<file path="src/rtl/mem_arbiter.sv">
// Single-port RAM arbiter shared by instruction fetch and load/store.
// Data has fixed priority; a starvation counter forces fetch through.
module mem_arbiter #(
  parameter int ADDR_W     = 32,
  parameter int DATA_W     = 32,
  parameter int STARVE_MAX = 4
) (
  input  logic              i_clk,
  input  logic              i_rst,
  input  logic              i_if_req,
  input  logic [ADDR_W-1:0] i_if_addr,
  output logic              o_if_gnt,
  output logic              o_if_rvalid,
  output logic [15:0]       o_if_rdata,
  input  logic [1:0]        i_d_action,
  input  logic [ADDR_W-1:0] i_d_addr,
  input  logic [DATA_W-1:0] i_d_wdata,
  output logic              o_d_gnt,
  output logic              o_d_rvalid,
  output logic [DATA_W-1:0] o_d_rdata,
  output logic              o_stall,
  output logic              o_mem_en,
  output logic              o_mem_we,
  output logic [ADDR_W-3:0] o_mem_addr,
  output logic [DATA_W-1:0] o_mem_wdata,
  input  logic [DATA_W-1:0] i_mem_rdata
);

  typedef enum logic [1:0] {
    RET_NONE = 2'd0,
    RET_IF   = 2'd1,
    RET_D    = 2'd2
  } ret_e;

  localparam logic [3:0] SMAX = 4'(STARVE_MAX);

  logic [3:0]        starve_q, starve_d;
  ret_e              ret_q, ret_d;
  logic              hsel_q, hsel_d;
  logic [15:0]       if_hold_q;
  logic [DATA_W-1:0] d_hold_q;

  logic d_rd, d_wr, d_pend, if_win, d_win;
  logic [15:0] if_half;

  logic unused_addr_bits;
  assign unused_addr_bits = ^{i_if_addr[0], i_d_addr[1:0]};

  assign d_rd   = (i_d_action == 2'b01);
  assign d_wr   = (i_d_action == 2'b10);
  assign d_pend = d_rd | d_wr;
  assign if_win = i_if_req & (~d_pend | (starve_q == SMAX));
  assign d_win  = d_pend & ~if_win;

  assign o_if_gnt    = if_win;
  assign o_d_gnt     = d_win;
  assign o_stall     = i_if_req & ~if_win;
  assign o_mem_en    = if_win | d_win;
  assign o_mem_we    = d_win & d_wr;
  assign o_mem_addr  = d_win ? i_d_addr[ADDR_W-1:2]
                             : i_if_addr[ADDR_W-1:2];
  assign o_mem_wdata = i_d_wdata;

  // Next-state: starvation count, return owner, halfword select.
  always_comb begin
    starve_d = starve_q;
    ret_d    = RET_NONE;
    hsel_d   = hsel_q;
    if (!i_if_req || if_win) begin
      starve_d = 4'd0;
    end else if (d_win && starve_q < SMAX) begin
      starve_d = starve_q + 4'd1;
    end
    if (if_win) begin
      ret_d  = RET_IF;
      hsel_d = i_if_addr[1];
    end else if (d_win && d_rd) begin
      ret_d = RET_D;
    end
  end

  // Route RAM read data to whichever requester owns the return.
  assign if_half     = hsel_q ? i_mem_rdata[31:16]
                              : i_mem_rdata[15:0];
  assign o_if_rvalid = (ret_q == RET_IF);
  assign o_d_rvalid  = (ret_q == RET_D);
  assign o_if_rdata  = o_if_rvalid ? if_half : if_hold_q;
  assign o_d_rdata   = o_d_rvalid ? i_mem_rdata : d_hold_q;

  // Arbiter state plus held copies of the last returned data.
  always_ff @(posedge i_clk or posedge i_rst) begin
    if (i_rst) begin
      starve_q  <= 4'd0;
      ret_q     <= RET_NONE;
      hsel_q    <= 1'b0;
      if_hold_q <= '0;
      d_hold_q  <= '0;
    end else begin
      starve_q <= starve_d;
      ret_q    <= ret_d;
      hsel_q   <= hsel_d;
      if (o_if_rvalid) if_hold_q <= if_half;
      if (o_d_rvalid)  d_hold_q  <= i_mem_rdata;
    end
  end

endmodule

</file>
<file path="config.mk">
export PLATFORM = sky130hd
export DESIGN_NAME = mem_arbiter
export DESIGN_NICKNAME = d
export VERILOG_FILES = /design/src/rtl/mem_arbiter.sv
export SDC_FILE = /design/constraint.sdc
export NUM_CORES = 1
export LEC_CHECK = 0
export CAP_MARGIN = 5
export CORE_MARGIN = 8
export CORE_UTILIZATION = 30
export CTS_BUF_LIST = sky130_fd_sc_hd__clkbuf_8
export DETAILED_ROUTE_END_ITERATION = 12
export PLACE_DENSITY = 0.8
export SYNTH_ARGS = -nofsm -noshare
export SYNTH_HDL_FRONTEND = slang
export SYNTH_SLANG_ARGS = --single-unit
export TNS_END_PERCENT = 20
</file>
<file path="constraint.sdc">
create_clock -name i_clk -period 1.8 [get_ports i_clk]
set_clock_uncertainty 0.05 [all_clocks]
set_input_delay 0.27 -clock i_clk [delete_from_list [all_inputs] [get_ports i_clk]]
set_output_delay 0.27 -clock i_clk [all_outputs]
set_load 0.02 [all_outputs]
</file>
==> qor.txt <==
Die width - 114 µm
Worst path slowest cell - dfrtp_1
DR WL/cell - 18.6 µm
Rel. slew slack - 79.1%
Sw Ratio - 34.0%
Crit path top cell by count - buf_6
Worst Hold Class - input port to async pin
RSZ-0062 raised after global routing - true
Fmax - 0.422 GHz
Slew Viols, Final - 0
Vias - 2503
Synthesized net count - 380
Starting Density - 30.3%
Die Span Y - 114 µm
Worst-skew pair later-pin latency - 0.31 ns
Least-Margin Pin Slew - 0.313 ns
Worst-path clk slew - 0.10 ns
Gate Count Post-Synth - 243
Crit share post-route - 132%
Crit Path Class - flop to output port
LEAKAGE - 0.00249 µW
#FFs+latches synth - 55
Initial drt markers - 72
GP Congestion - 0.766
Total power - 4890 µW
Layout cell share with drive strength beyond 1 - 48.0%
Core Region - 9590 µm²
Total inserted antenna cells - 0
Minimum clock period - 2.37 ns
Post-DP Area - 4990 µm²
Sequential power share - 33.0%
Syn avg cell area - 12.0 µm²
Final setup viols - 65
Max-Cap Viols - 0
Sequential-to-total area share from yosys stat - 47.4%
Failing checks - negative setup slack
Status - complete, but fails checks
Area growth from synthesis to final layout - 81.5%
Startpoint type of the worst setup path - flop
Number of fill cells - 828
Cts bufs inserted - 5
Clock network power share - 15.2%
DRC viols - 0
CTS H-tree depth - 2
Initial antenna violation count - 0
Worst-path maximum fanout - 7
Library cells used by synthesis - 21
Number of cells after detailed placement - 544
# port buffers - 182
Main area contributors after synthesis - dfrtp_1, mux2_2, buf_4
Hold WS - 0.267 ns
Pin count of the biggest net entering global routing - 56
Syn Std Cell Area - 2910 µm²
Primary FF master, synth - dfrtp_1
Vias in the first global route - 2894
# IOs - 250
Clk sinks - 55
EDFF count, synth - 0
Gr ovfl total - 0
Critical path arrival - 2.05 ns
Final Instance Area - 5270 µm²
Worst setup margin - -0.571 ns
# nets final - 561
FFs w/ async S/R, synth - 100%
CTS Hold Bufs - 0
DR vias/cell - 4.49
Root buffer cell - clkbuf_8
DRT Wirelength - 10.4 mm
PD cells - 927 nW/µm²
Pint - 3220 µW
First-pass GRT wire length - 15.6 mm
Row count - 36
Longest Clk Path Bufs - 2
Peak VDD IR - 387 µV
Hold Fails Final Rpt - 0
Slowest stage delay, CP - 0.36 ns
Comb power frac - 51.8%
Overall global routing resource usage - 15.3%
Drt first pass iters - 4
Register area - 1380 µm²
Synth area leader - dfrtp_1
Remaining antenna violation count after routing - 0
CP endpoint kind - output port
Finished Layout Cells - 558
Area of the multi-input gates - 1460 µm²
Die area - 13100 µm²
Worst-path cell chain - inv_1, ha_2, and3b_2, a21oi_4, buf_6, buf_8, mux2_4, buf_6
Crit path required time - 1.48 ns
Detailed Place HPWL - 8.21 mm
Synth warnings - 0
Net switching power - 1660 µW
CTS tree - built
Top cell type's share of synthesized area - 47.4%
## synthesized netlist by cell type (2+ instances only)
cell / number
ha_1: 4
nand2_1: 18
nor2_1: 4
nand2b_1: 2
inv_1: 9
and2_1: 2
nor2b_1: 2
a21oi_1: 2
buf_2: 5
mux2i_1: 16
mux2_1: 2
dfrtp_1: 55
clkbuf_1: 4
buf_4: 32
o21ai_0: 18
buf_6: 3
mux2_2: 61
## sequential cells by signal, summed over array words and instances (netlist names)
name and cells:
d_hold_q 32, if_hold_q 16, starve_q 4, ret_q 2
hsel_q 1
## through the flow
| step | util, % | setup TNS [ns] | setup WS, ns |
|---|---|---|---|
| 2_1_floorplan | - | -1.62 | -0.0623 |
| 3_3_place_gp | 52.0 | -39.69 | -0.940 |
| 3_5_place_dp | 52.0 | -41.72 | -0.973 |
| 4_1_cts | 53.8 | -25.54 | -0.640 |
| 5_1_grt | 55.0 | -27.42 | -0.648 |
| 6_report | 55.0 | -22.01 | -0.571 |
## metal layers
layer  global-route usage, %  part of all wire [%]  up-vias
met5                       0                     0        -
met2                    28.5                    52      141
met3                    7.65                    11       20
met1                    14.2                    35     1184
met4                    4.97                   2.4        0
li1                        -                     -     1158
## power by group through the flow
stage                     registers (µW)  clock network, µW  logic, µW
after global routing                1640                813       2680
after detailed placement            1630                  0       2410
after global placement              1620                  0       2380
final                               1610                743       2530
after CTS                           1610                778       2430
after floorplan                     1600                  0       1260
## cell usage in the layout, fill, tap and decap left out, types with 7 or more instances in the layout
| cell | count |
|---|---|
| buf_4 | 45 |
| buf_6 | 48 |
| clkbuf_8 | 7 |
| clkdlybuf4s50_1 | 95 |
| dfrtp_1 | 55 |
| dlygate4sd2_1 | 13 |
| inv_1 | 8 |
| mux2_2 | 15 |
| mux2_4 | 48 |
| mux2i_1 | 13 |
| nand2_1 | 17 |
| o21ai_2 | 13 |
## final timing paths
check / end / cells past startpoint / start / slack, ns
setup / recovery: o_mem_addr[27] / 8 / starve_q[1] / -0.57
hold / removal: d_hold_q[17] / 3 / i_rst / 0.27
setup reg to reg: hsel_q / 6 / starve_q[1] / 0.09
hold reg to reg: if_hold_q[2] / 2 / if_hold_q[2] / 0.43
max in group asynchronous: if_hold_q[0] / 3 / i_rst / 1.16
min in group i_clk: if_hold_q[2] / 2 / if_hold_q[2] / 0.43
## area by class of cell
cell class,count,area share [%]
clock buffer,7,1.83
tap,133,3.16
clock inverter,1,0.0712
timing repair buffer,218,40.5
multi-input combinational,135,27.7
inverter,9,0.641
sequential,55,26.1
## cell families after synthesis
family	count (synthesis)	share of synthesized area [%]
AOI/OAI and AO/OA	21	4.01
buffers and inverters	53	12.0
and+or+nand+nor	30	4.69
xor gates and xnor gates	1	0.302
muxes	79	29.9
DFF	55	47.4
adders and majority gates	4	1.72
## what timing repair did
item,4_1_cts,5_1_grt
pin swaps,2,2
cloned,3,0
gates resized for setup,430,65
setup endpoints to repair,86,83
buffers inserted,6,2
## worst max-delay path: cells and delay by family, from the launching register on
family / cells / cell delay (ns)
AND/OR/NAND/NOR: 1 / 0.22
buffers and inverters: 4 / 0.46
adder cells (fa/ha/maj): 1 / 0.18
multiplexers: 1 / 0.31
AO/OA/AOI/OAI: 1 / 0.21
flip-flops: 1 / 0.36
Note: power is estimated with default switching activity, not from simulation.
